===== src/rtl/fetch_unit_pkg.sv =====
// Shared encodings for the A09 fetch path: PC source select and branch offset
// source. SequenceControl drives these strobes and the fetch unit decodes them.
package fetch_unit_pkg;

    // PC load source select
    typedef enum logic [1:0] {
        PC_SRC_REL = 2'b00,  // PC + sign-extended branch offset
        PC_SRC_STK = 2'b01,  // return-stack register
        PC_SRC_ABS = 2'b10,  // absolute target from the register file
        PC_SRC_VEC = 2'b11   // reset/interrupt vector 0
    } pc_src_e;

    // Branch offset source select
    localparam logic BRA_SRC_IR  = 1'b0;  // sext(IR[7:0])
    localparam logic BRA_SRC_REG = 1'b1;  // RegData[AddrWidth-1:0]

    // Width of the immediate offset field inside the instruction word
    localparam int IR_OFFSET_WIDTH = 8;

endpackage : fetch_unit_pkg


===== src/rtl/fetch_unit_branch_target.sv =====
// Relative branch target: picks the offset, sign-extends the instruction
// immediate to PC width and adds it to the current PC modulo 2^AddrWidth.
module fetch_unit_branch_target
    import fetch_unit_pkg::*;
#(
    parameter int AddrWidth = 8
) (
    input  logic [AddrWidth-1:0]       pc,
    input  logic [IR_OFFSET_WIDTH-1:0] ir_offset,
    input  logic [AddrWidth-1:0]       reg_offset,
    input  logic                       bra_src,
    output logic [AddrWidth-1:0]       target
);

    logic [AddrWidth-1:0] ir_offset_ext;
    logic [AddrWidth-1:0] offset_sel;

    // Bitwise sign extension of the immediate; also truncates cleanly if the
    // PC is ever narrower than the immediate field.
    for (genvar gi = 0; gi < AddrWidth; gi++) begin : g_sext
        if (gi < IR_OFFSET_WIDTH) begin : g_low
            assign ir_offset_ext[gi] = ir_offset[gi];
        end else begin : g_ext
            assign ir_offset_ext[gi] = ir_offset[IR_OFFSET_WIDTH-1];
        end
    end

    // Offset select and modulo add (carry out is dropped intentionally)
    always_comb begin
        offset_sel = (bra_src == BRA_SRC_REG) ? reg_offset : ir_offset_ext;
        target     = pc + offset_sel;
    end

endmodule : fetch_unit_branch_target


===== src/rtl/fetch_unit.sv =====
// A09 instruction fetch and program-counter unit. Executes SequenceControl's
// PC/STK strobes and runs a request/ack memory read into IR on IR_Ld.
module fetch_unit
    import fetch_unit_pkg::*;
#(
    parameter int DataWidth = 16,
    parameter int AddrWidth = 8,
    parameter int WordSize  = 1
) (
    input  logic                 Clk,
    input  logic                 Reset,
    input  logic                 IR_Ld,
    input  logic                 PC_Rst,
    input  logic                 PC_Inc,
    input  logic                 PC_Ld,
    input  logic [1:0]           PC_Src,
    input  logic                 BRA_Src,
    input  logic                 STK_Ld,
    input  logic                 Halt,
    input  logic [DataWidth-1:0] RegData,
    output logic [AddrWidth-1:0] MEM_Addr,
    output logic                 MEM_Rd,
    input  logic [DataWidth-1:0] MEM_DataIn,
    input  logic                 MEM_Ack,
    output logic [DataWidth-1:0] IR,
    output logic                 IR_Valid,
    output logic                 Busy,
    output logic [AddrWidth-1:0] PC,
    output logic [AddrWidth-1:0] STK
);

    localparam logic [AddrWidth-1:0] PC_STEP = AddrWidth'(WordSize);

    typedef enum logic [1:0] {
        ST_IDLE  = 2'b00,
        ST_FETCH = 2'b01,
        ST_DONE  = 2'b10
    } fetch_state_e;

    fetch_state_e         state_reg;
    fetch_state_e         state_next;
    logic [AddrWidth-1:0] fa_reg;
    logic [DataWidth-1:0] ir_reg;
    logic [AddrWidth-1:0] pc_reg;
    logic [AddrWidth-1:0] pc_next;
    logic [AddrWidth-1:0] stk_reg;
    logic [AddrWidth-1:0] stk_next;
    logic [AddrWidth-1:0] rel_target;
    logic [AddrWidth-1:0] reg_addr;
    logic                 fetch_start;

    assign reg_addr    = RegData[AddrWidth-1:0];
    assign fetch_start = (state_reg == ST_IDLE) && IR_Ld && !Halt;

    // Register-file bits above the address width only matter to other units
    if (DataWidth > AddrWidth) begin : g_unused_reg
        logic unused_reg_hi;
        assign unused_reg_hi = ^RegData[DataWidth-1:AddrWidth];
    end

    fetch_unit_branch_target #(
        .AddrWidth (AddrWidth)
    ) u_branch_target (
        .pc         (pc_reg),
        .ir_offset  (ir_reg[IR_OFFSET_WIDTH-1:0]),
        .reg_offset (reg_addr),
        .bra_src    (BRA_Src),
        .target     (rel_target)
    );

    // Fetch FSM state register
    always_ff @(posedge Clk or posedge Reset) begin
        if (Reset) begin
            state_reg <= ST_IDLE;
        end else begin
            state_reg <= state_next;
        end
    end

    // Fetch FSM next state: IR_Ld only counts in IDLE, so it is never queued
    always_comb begin
        state_next = state_reg;
        case (state_reg)
            ST_IDLE:  if (fetch_start) state_next = ST_FETCH;
            ST_FETCH: if (MEM_Ack)     state_next = ST_DONE;
            ST_DONE:                   state_next = ST_IDLE;
            default:                   state_next = ST_IDLE;
        endcase
    end

    // Fetch FSM outputs decoded from the state register so Reset drops MEM_Rd at once
    always_comb begin
        MEM_Rd   = 1'b0;
        Busy     = 1'b0;
        IR_Valid = 1'b0;
        case (state_reg)
            ST_FETCH: begin
                MEM_Rd = 1'b1;
                Busy   = 1'b1;
            end
            ST_DONE:  IR_Valid = 1'b1;
            default:  ;
        endcase
    end

    // Fetch address latched at start; later PC updates do not disturb the read
    always_ff @(posedge Clk or posedge Reset) begin
        if (Reset) begin
            fa_reg <= '0;
        end else if (fetch_start) begin
            fa_reg <= pc_reg;
        end
    end

    // Instruction register captures read data only while a fetch is in flight
    always_ff @(posedge Clk or posedge Reset) begin
        if (Reset) begin
            ir_reg <= '0;
        end else if (state_reg == ST_FETCH && MEM_Ack) begin
            ir_reg <= MEM_DataIn;
        end
    end

    // PC next value: reset beats load beats increment; Halt freezes
    always_comb begin
        pc_next = pc_reg;
        if (!Halt) begin
            if (PC_Rst) begin
                pc_next = '0;
            end else if (PC_Ld) begin
                case (pc_src_e'(PC_Src))
                    PC_SRC_REL: pc_next = rel_target;
                    PC_SRC_STK: pc_next = stk_reg;
                    PC_SRC_ABS: pc_next = reg_addr;
                    PC_SRC_VEC: pc_next = '0;
                    default:    pc_next = '0;
                endcase
            end else if (PC_Inc) begin
                pc_next = pc_reg + PC_STEP;
            end
        end
    end

    // Return stack takes the pre-update PC
    always_comb begin
        stk_next = stk_reg;
        if (!Halt && STK_Ld) begin
            stk_next = pc_reg;
        end
    end

    // PC and return-stack registers
    always_ff @(posedge Clk or posedge Reset) begin
        if (Reset) begin
            pc_reg  <= '0;
            stk_reg <= '0;
        end else begin
            pc_reg  <= pc_next;
            stk_reg <= stk_next;
        end
    end

    assign MEM_Addr = fa_reg;
    assign IR       = ir_reg;
    assign PC       = pc_reg;
    assign STK      = stk_reg;

endmodule : fetch_unit

===== config.mk =====
export PLATFORM = sky130hd
export DESIGN_NAME = fetch_unit
export DESIGN_NICKNAME = d
export VERILOG_FILES = /design/src/rtl/fetch_unit_pkg.sv /design/src/rtl/fetch_unit_branch_target.sv /design/src/rtl/fetch_unit.sv
export SDC_FILE = /design/constraint.sdc
export NUM_CORES = 1
export LEC_CHECK = 0
export BUFFER_PORTS_ARGS = -buffer_cell sky130_fd_sc_hd__buf_2
export CAP_MARGIN = 20
export CORE_MARGIN = 5
export CORE_UTILIZATION = 49
export DETAILED_ROUTE_END_ITERATION = 16
export PLACE_DENSITY = 0.79
export SYNTH_ARGS = -nofsm -noshare
export SYNTH_HDL_FRONTEND = slang
export SYNTH_SLANG_ARGS = --single-unit

===== constraint.sdc =====
create_clock -name Clk -period 2.6 [get_ports Clk]
set_input_delay 0.52 -clock Clk [delete_from_list [all_inputs] [get_ports Clk]]
set_output_delay 0.52 -clock Clk [all_outputs]
set_load 0.01 [all_outputs]

==> metrics, run 1 <==
# IOs between 80 and 90; CTS Hold Bufs 0; biggest area consumer among synthesized cells dfrtp_1; Crit path buffers/inverters 1; crit-path cells buf_2, mux2_2, ha_1, fa_1, a21o_1, a21oi_1, a21oi_1, mux2i_1, o211ai_1, nand3_1; DR iter-0 viols 134; max incr delay on CP slightly below 0.4 ns; Synth Cell Area 0.00235 mm²; Peak Freq approximately 0.43 GHz; Post-route DRC 0; Setup Skew a little over 0.009 ns; Pwr Total roughly 2.1 mW; top-count cell post-synth dfrtp_1; Fin. Hold Viols 0; DR WL/cell roughly 16 µm; Die Y-Extent between 70 and 80 µm; largest net degree at the start of global routing 18; Placer Congestion around 0.90; die width 79.2 µm; first-pass GRT wire length about 9500 µm; share of the synthesized area in the top cell type 44.8%; Root Buffer Master clkbuf_8; crit share post-route between 80% and 90%; Vias per Instance 5.46; Main synth FF type dfrtp_1; pre-CTS WS roughly 0.0073 ns; minimum clock period after layout about 2.3 ns; fraction of registers with async set/reset between 90% and 100%; Setup Crit Path Kind primary input to register; area taken by multi-input logic gates 0.00122 mm²; register area between 0.001 and 0.0015 mm²; Lkg Pwr ~1.5 nW; Skew-Pair Late Insertion Delay ~0.30 ns; Synth cell types 36; hpwl dp 4360 µm; Std-Cell Core Area 0.00469 mm²; Mean Syn Cell Area roughly 11 µm²; post-place instance area 0.00283 mm²; Relative slew margins about 52%; Critical Path RT about 2.8 ns; Syn Inst Count about 210; post-cts sizing count 0; die area 0.00628 mm²; RSZ-0062 raised after global routing false; Setup WS post-layout ~0.30 ns; Max Cap Violations 0; post-CTS setup buffers 0; gr ovfl total 0; synth cell count leaders 42 x dfrtp_1, 39 x mux2_2, 18 x o21ai_0; CTS Buffer Depth 2; Post-DRT Antenna Nets 0; Initial Util between 50% and 60%; crit path max-delay cell type fa_1; Pre-Repair DR Iteration Count 4; Pwr Density between 700 and 800 mW/mm²; delay-heaviest family, CP compound AO/OA/AOI/OAI gates; initial antenna violation count 0; H-tree levels 2; Worst setup EP type register; worst slew pin tran ~0.7 ns; FF+latch count, synth 42; vias post-DR approximately 1,900; Detailed Route WL roughly 5600 µm; Worst-path clk slew ~0.080 ns; Crit path top cell by count a21oi_1; Total GRT Usage 19.2%; Layout area overhead 25.1%; Setup Viol. Count Final 0; syn nets 267; finished layout cell area a little under 0.003 mm²; vias in the first global route ~2,000; critical path peak fanout 2; data arrival time of the worst path between 2 and 2.5 ns; TritonCTS sink count 42; CTS tree built; number of synthesized flops with an enable pin 0; register area share after synthesis between 40 and 50%; row count 25; peak supply drop 0.363 mV; clock buffer count from CTS 5; PortBufs slightly below 80; status completed; Largest register FFs 16; startpoint types primary input; synth top area cells dfrtp_1 45%, mux2_2 19%, ha_1 4.3%; nets roughly 350; # diodes 0; Hold Path Class primary input to asynchronous set/reset pin; YS warnings 0; FILL cells ~400; Final Max Tran Viols 0; layout cells sized above 1 around 45%
[where the power goes]
part	internal [mW]	switching (mW)
Combinational	0.366	0.344
Sequential	0.803	0.102
Clock	0.307	0.222
Total	1.48	0.669
[stage by stage]
stage / setup TNS [ns] / util, % / cells / hold WS [ns]
after global placement: -0.00214 / 60.2 / 347 / 0.483
final: 0 / 62.6 / 354 / 0.197
after detailed placement: 0 / 60.2 / 347 / 0.488
after global routing: 0 / 62.6 / 354 / 0.211
after CTS: 0 / 62.6 / 354 / 0.207
after floorplan: 0 / - / 214 / 0.550
[layout by cell type, fill, tap and decap left out, types with 2 or more instances in the layout]
cell type  count
nand3_1        5
nand2b_1       5
nor2_1         9
mux2i_1        5
nand4_1        2
nor2b_1        6
a21o_1         5
buf_2         78
clkbuf_8       6
nand2_1       13
a221oi_1       2
o211ai_1       3
or2_2          2
o311ai_0       2
xnor2_1        3
or3_1          3
a21oi_1       11
mux2_2        39
ha_1           8
o21ai_0       18
xor2_1         3
buf_4          9
o31ai_1        2
inv_1          7
dfrtp_1       42
[cell type report]
type	count	share of cell area, %
well taps	54	2.30
clock buffers	6	2.81
flip-flops and latches	42	35.8
inverters	8	1.02
clock inverters	1	1.02
repair buffers	87	15.6
multi-input cells	156	41.5
[layer usage]
| metal | wire length (µm) | vias up | track usage (%) |
|---|---|---|---|
| li1 | - | 940 | - |
| met1 | 2430 | 926 | 24.2 |
| met2 | 2760 | 56 | 32.4 |
| met3 | 355 | 11 | 4.54 |
| met4 | 99 | 0 | 6.53 |
| met5 | 0 | - | 0 |
[final timing paths]
check / endpoint / slack [ns] / from / cells past startpoint
setup / recovery: PC[6]$_DFFE_PP0P_ / 0.30 / BRA_Src / 10
hold / removal: state_reg[1]$_DFFE_PP0P_ / 0.20 / Reset / 2
setup reg to reg: PC[6]$_DFFE_PP0P_ / 0.31 / IR[0]$_DFFE_PP0P_ / 9
hold reg to reg: IR[14]$_DFFE_PP0P_ / 0.50 / IR[14]$_DFFE_PP0P_ / 1
max in group asynchronous: IR[1]$_DFFE_PP0P_ / 1.85 / Reset / 3
min in group Clk: IR[8]$_DFFE_PP0P_ / 0.45 / MEM_DataIn[8] / 2
[cells by family after synthesis]
logic type | count (synthesis) | synth area share (%)
AND/OR/NAND/NOR | 51 | 11.8
AO/OA/AOI/OAI | 46 | 11.9
multiplexers | 44 | 20.8
flip-flops | 42 | 44.8
buffers and inverters | 16 | 3.36
adder cells (fa/ha/maj) | 9 | 5.11
XOR/XNOR | 6 | 2.24
(Power assumes the default switching activity.)
==> inputs of run 2 (changes only) <==
Settings changed: CORE_ASPECT_RATIO set to 1.75.
==> run 2 against run 1 <==
  * Sequential power is 1% higher
  * Critical path depth down 1
  * Combinational power about the same
  * Largest power group unchanged
==> metrics, run 2 (synthesis gave the netlist of run 1 again) <==
Root Buffer Master clkbuf_8; Skew-Pair Late Insertion Delay 0.30 ns (about the same); nets 350 (-0.85%); layout cells sized above 1 44.6% (-0.70 points); Critical Path RT 2.77 ns (about the same); status completed; crit share post-route 91.3% (+2.8 points); first-pass GRT wire length 9790 µm (+3.2%); Post-route DRC 0 (unchanged); Setup Skew 0.00901 ns (-0.000217 ns); critical path peak fanout 3 (+1); Max Cap Violations 0 (unchanged); Total GRT Usage 19.3% (+0.056 points); Final Max Tran Viols 0 (unchanged); initial antenna violation count 0 (unchanged); Relative slew margins 56.1% (+4.0 points); Fin. Hold Viols 0 (unchanged); layer with the highest usage met2; minimum clock period after layout 2.37 ns (+0.0725 ns); CTS tree built; largest net degree at the start of global routing 28 (+10); grt met2 use 34.3% (+1.9 points); hold slack 0.309 ns (+0.111 ns); row count 33 (+32%); Largest register FFs 16 (unchanged); # IOs 87 (unchanged); area taken by multi-input logic gates 0.00122 mm² (unchanged); most frequent cells in the layout 78 x buf_2, 42 x dfrtp_1, 39 x mux2_2; Pre-Repair DR Iteration Count 4 (unchanged); Vias per Instance 5.56 (+1.9%); crit-path cells mux2_2, ha_1, fa_1, a21o_1, a21oi_1, a21oi_1, mux2i_1, o211ai_1, nand3_1; Crit path top cell by count a21oi_1; startpoint types register; register area 0.00105 mm² (unchanged); Post-DRT Antenna Nets 0 (unchanged); Pwr Density 733 mW/mm² (+0.41%); FILL cells 409 (+0.49%); Setup Crit Path Kind register to register; CTS Hold Bufs 0 (unchanged); post-cts sizing count 0 (unchanged); Worst-path clk slew 0.09 ns (about the same); RSZ-0062 raised after global routing false; Lkg Pwr 1.52 nW (-0.85%); Layout area overhead 24.5%; Placed Cells 342 (-1.4%); Setup WS post-layout 0.225 ns (-0.0725 ns); H-tree levels 2 (unchanged); Setup Viol. Count Final 0 (unchanged); Detailed Route WL 5870 µm (+4.1%); die width 62.3 µm (-21%); # diodes 0 (unchanged); Pwr Total 2.14 mW (-0.11%); grt met1 use 20.2% (-4.0 points); clock buffer count from CTS 5 (unchanged); data arrival time of the worst path 2.54 ns (+0.06 ns); hpwl dp 4690 µm (+7.5%); gr ovfl total 0 (unchanged); Initial Util 50.3% (+0.28 points); delay-heaviest family, CP compound AO/OA/AOI/OAI gates; met3 usage 4.33% (-0.21 points); crit path max-delay cell type fa_1; die area 0.00633 mm² (+0.87%); worst slew pin tran 0.658 ns (-0.0588 ns); post-CTS setup buffers 0 (unchanged); Post-Layout Cell Count 350 (-1.1%); Placer Congestion 0.820 (-8.7%); Worst setup EP type register; Crit path buffers/inverters 0 (-1); most common cell after layout, fill and taps aside buf_2; Die Y-Extent 102 µm (+28%); PortBufs 78 (unchanged); Peak Freq 0.421 GHz (-3.1%); vias post-DR 1,947 (+0.72%); Hold Path Class primary input to asynchronous set/reset pin; pre-CTS WS -0.0273 ns (-0.0346 ns); vias in the first global route 2,118 (+4.7%); DR iter-0 viols 46 (-66%); DR WL/cell 16.8 µm (+5.3%); Std-Cell Core Area 0.00467 mm² (-0.56%); CTS Buffer Depth 2 (unchanged); TritonCTS sink count 42 (unchanged); peak supply drop 0.618 mV (+70%); max incr delay on CP 0.41 ns (+0.02 ns)
run 2: changes by cell type in the layout (fill, tap and decap cells not counted):
cell	previous run	this run
buf_12	0	1
clkbuf_1	0	1
inv_1	7	8
clkbuf_8	6	5
buf_4	9	5
clkinv_1	1	0
clkinvlp_4	0	1
run 2: report_power, final:
part           total, mW  internal [mW]  switching [mW]  leakage, nW
clock network      0.517          0.287           0.230       0.0514
registers          0.918          0.802           0.115        0.539
logic              0.708          0.362           0.347        0.927
run 2: routing by layer:
metal | wire [µm] | part of all wire [%]
met3 | 276 | 4.7
met2 | 3090 | 53
met4 | 337 | 5.7
met5 | 0 | 0
met1 | 2170 | 37
run 2: final cells by class:
class	instances	area share [%]
multi-input cells	156	41.7
flip-flops and latches	42	36.0
repair buffers	84	15.3
clock buffers	6	2.48
well taps	52	2.23
clock inverters	2	1.28
inverters	8	1.03
run 2: worst paths after layout:
path / from / slack (ns) / depth (start not counted) / end
max: IR[0]$_DFFE_PP0P_ / 0.23 / 9 / PC[6]$_DFFE_PP0P_
min: Reset / 0.31 / 2 / IR[8]$_DFFE_PP0P_
max reg2reg: IR[0]$_DFFE_PP0P_ / 0.23 / 9 / PC[6]$_DFFE_PP0P_
min reg2reg: IR[9]$_DFFE_PP0P_ / 0.51 / 1 / IR[9]$_DFFE_PP0P_
max in group asynchronous: Reset / 1.71 / 3 / PC[7]$_DFFE_PP0P_
min in group Clk: MEM_DataIn[0] / 0.45 / 2 / IR[0]$_DFFE_PP0P_
run 2: through the flow:
step | utilization [%] | area (µm²) | TNS [ns]
6_report | 62.6 | 2920 | 0
5_1_grt | 62.6 | 2920 | 0
4_1_cts | 62.6 | 2920 | 0
3_5_place_dp | 60.3 | 2810 | -0.0325
3_3_place_gp | 60.3 | 2810 | -0.00823
2_1_floorplan | - | 2350 | 0
==> inputs of run 3 (changes only) <==
Settings changed: CORE_UTILIZATION 49 to 30, PLACE_DENSITY 0.79 to not set.
Clock period 2.6 ns to 2.15 ns, I/O delays scaled along.
==> run 3 against run 2 <==
  * The flow now finishes with violations (setup timing)
  * Maximum frequency is 9.1% higher
  * Clock power is 69% higher
  * Total power is 36% higher
  * Register-to-register slack worse by 0.25 ns
  * Largest power group unchanged
==> metrics, run 3 (synthesis gave the netlist of run 1 again) <==
row count 42 (+27%); met1 WL 2410 µm (+11%); crit share post-route 101% (+9.9 points); gr ovfl total 0 (unchanged); Detailed Route WL 6610 µm (+12%); clock buffer count from CTS 5 (unchanged); failing checks setup timing; Worst setup EP type register; Largest register FFs 16 (unchanged); die area 0.00977 mm² (+54%); Peak Freq 0.459 GHz (+9.1%); Setup Skew 0.00379 ns (-0.00522 ns); Crit path top cell by count a21o_1; H-tree levels 2 (unchanged); most frequent cells in the layout 78 x buf_2, 42 x dfrtp_1, 38 x mux2_2; Relative slew margins 57.6% (+1.5 points); largest net degree at the start of global routing 43 (+54%); Worst-path clk slew 0.06 ns (-0.03 ns); Final Max Tran Viols 0 (unchanged); Hold Path Class primary input to asynchronous set/reset pin; first-pass GRT wire length 11,000 µm (+12%); Lkg Pwr 1.61 nW (+6.2%); max incr delay on CP 0.39 ns (-0.02 ns); Placer Congestion 0.779 (-5.0%); Post-route DRC 0 (unchanged); Pre-Repair DR Iteration Count 4 (unchanged); met3 routed WL 372 µm (+35%); DR WL/cell 16.6 µm (-1.4%); Critical Path RT 2.32 ns (-0.45 ns); minimum clock period after layout 2.18 ns (-0.199 ns); hpwl dp 5120 µm (+9.2%); # diodes 0 (unchanged); initial antenna violation count 0 (unchanged); CTS tree built; Die Y-Extent 127 µm (+25%); Setup Viol. Count Final 2 (+2); Placed Cells 392 (+15%); Total GRT Usage 14.2% (-5.1 points); # IOs 87 (unchanged); DR iter-0 viols 39 (-15%); r2r worst-path depth 9 (unchanged); Std-Cell Core Area 0.00762 mm² (+63%); fin util 41.7% (-21 points); critical path peak fanout 3 (unchanged); vias in the first global route 2,143 (+1.2%); DR WL met2 3560 µm (+15%); nets 364 (+4.0%); CTS Buffer Depth 2 (unchanged); crit-path cells mux2_4, ha_4, fa_2, a21o_1, a21oi_2, xnor2_1, mux2i_1, o21ai_1, a21o_1; startpoint types register; crit path max-delay cell type dfrtp_1; Skew-Pair Late Insertion Delay 0.29 ns (about the same); worst slew pin tran 0.633 ns (-0.0248 ns); Post-DRT Antenna Nets 0 (unchanged); Initial Util 30.8% (-20 points); Pwr Density 916 mW/mm² (+25%); TritonCTS sink count 42 (unchanged); Layout area overhead 35.2%; die width 76.9 µm (+23%); RSZ-0062 raised after global routing true; Root Buffer Master clkbuf_16; Post-Layout Cell Count 399 (+14%); Vias per Instance 4.96 (-11%); Setup Crit Path Kind register to register; PortBufs 78 (unchanged); Setup WS post-layout -0.0263 ns (-0.251 ns); most common cell after layout, fill and taps aside buf_2; peak supply drop 0.545 mV (-12%); Top Metal Used met4; status finished with violations; vias post-DR 1,978 (+1.6%); layout cells sized above 1 49.5% (+4.9 points); data arrival time of the worst path 2.35 ns (-0.19 ns); Max Cap Violations 0 (unchanged); Fin. Hold Viols 0 (unchanged)
[run 3: through the flow]
stage | setup slack (ns) | power (mW) | hold slack, ns | TNS (ns) | instance area (µm²)
global route | -0.108 | 3.11 | 0.327 | -0.268 | 3170
CTS | -0.0440 | 2.95 | 0.297 | -0.0660 | 3160
detailed placement | -0.289 | 2.05 | 0.494 | -1.40 | 2990
floorplan | -0.0807 | 1.66 | 0.526 | -0.194 | 2390
finish | -0.0263 | 2.91 | 0.271 | -0.0429 | 3170
global placement | -0.267 | 2.03 | 0.483 | -1.26 | 2990
[run 3: power by group]
group | total, mW | switching [mW] | internal, mW
clock network | 0.874 | 0.301 | 0.573
registers | 1.09 | 0.118 | 0.973
logic | 0.943 | 0.456 | 0.487
total | 2.91 | 0.876 | 2.03
[run 3: layout make-up]
cell class | instances | area [µm²]
multi-input cells | 156 | 1270
inverters | 8 | 30.0
well taps | 88 | 110
fillers | 754 | 4450
repair buffers | 98 | 541
clock inverters | 1 | 30.0
clock buffers | 6 | 139
flip-flops and latches | 42 | 1050
[run 3: final timing paths]
| path | start | end | slack [ns] |
|---|---|---|---|
| setup reg to reg | IR[0]$_DFFE_PP0P_ | PC[4]$_DFFE_PP0P_ | -0.03 |
| setup / recovery | IR[0]$_DFFE_PP0P_ | PC[4]$_DFFE_PP0P_ | -0.03 |
| hold reg to reg | IR[14]$_DFFE_PP0P_ | IR[14]$_DFFE_PP0P_ | 0.50 |
| min in group Clk | MEM_DataIn[0] | IR[0]$_DFFE_PP0P_ | 0.37 |
| max in group asynchronous | Reset | MEM_Addr[2]$_DFFE_PP0P_ | 1.49 |
| hold / removal | Reset | IR[10]$_DFFE_PP0P_ | 0.27 |
[run 3: timing repair]
action / 4_1_cts / 5_1_grt
setup buffers: 0 / 0
endpoints found under the setup margin: 2 / 6
cloned: 0 / 0
pin swaps: 0 / 3
gates resized for setup: 0 / 4
hold buffers: 0 / 0
[run 3: worst max-delay path: cells and delay by family (launching register included)]
family / cells / cell delay, ns
flip-flops: 1 / 0.39
multiplexers: 2 / 0.45
adder cells (fa/ha/maj): 2 / 0.53
AO/OA/AOI/OAI: 4 / 0.61
XOR/XNOR: 1 / 0.09
[run 3: layer usage]
metal	up-vias	GRT usage (%)
met1	945	14.7
li1	960	-
met3	14	3.31
met4	0	7.72
met5	-	0
met2	59	25.8
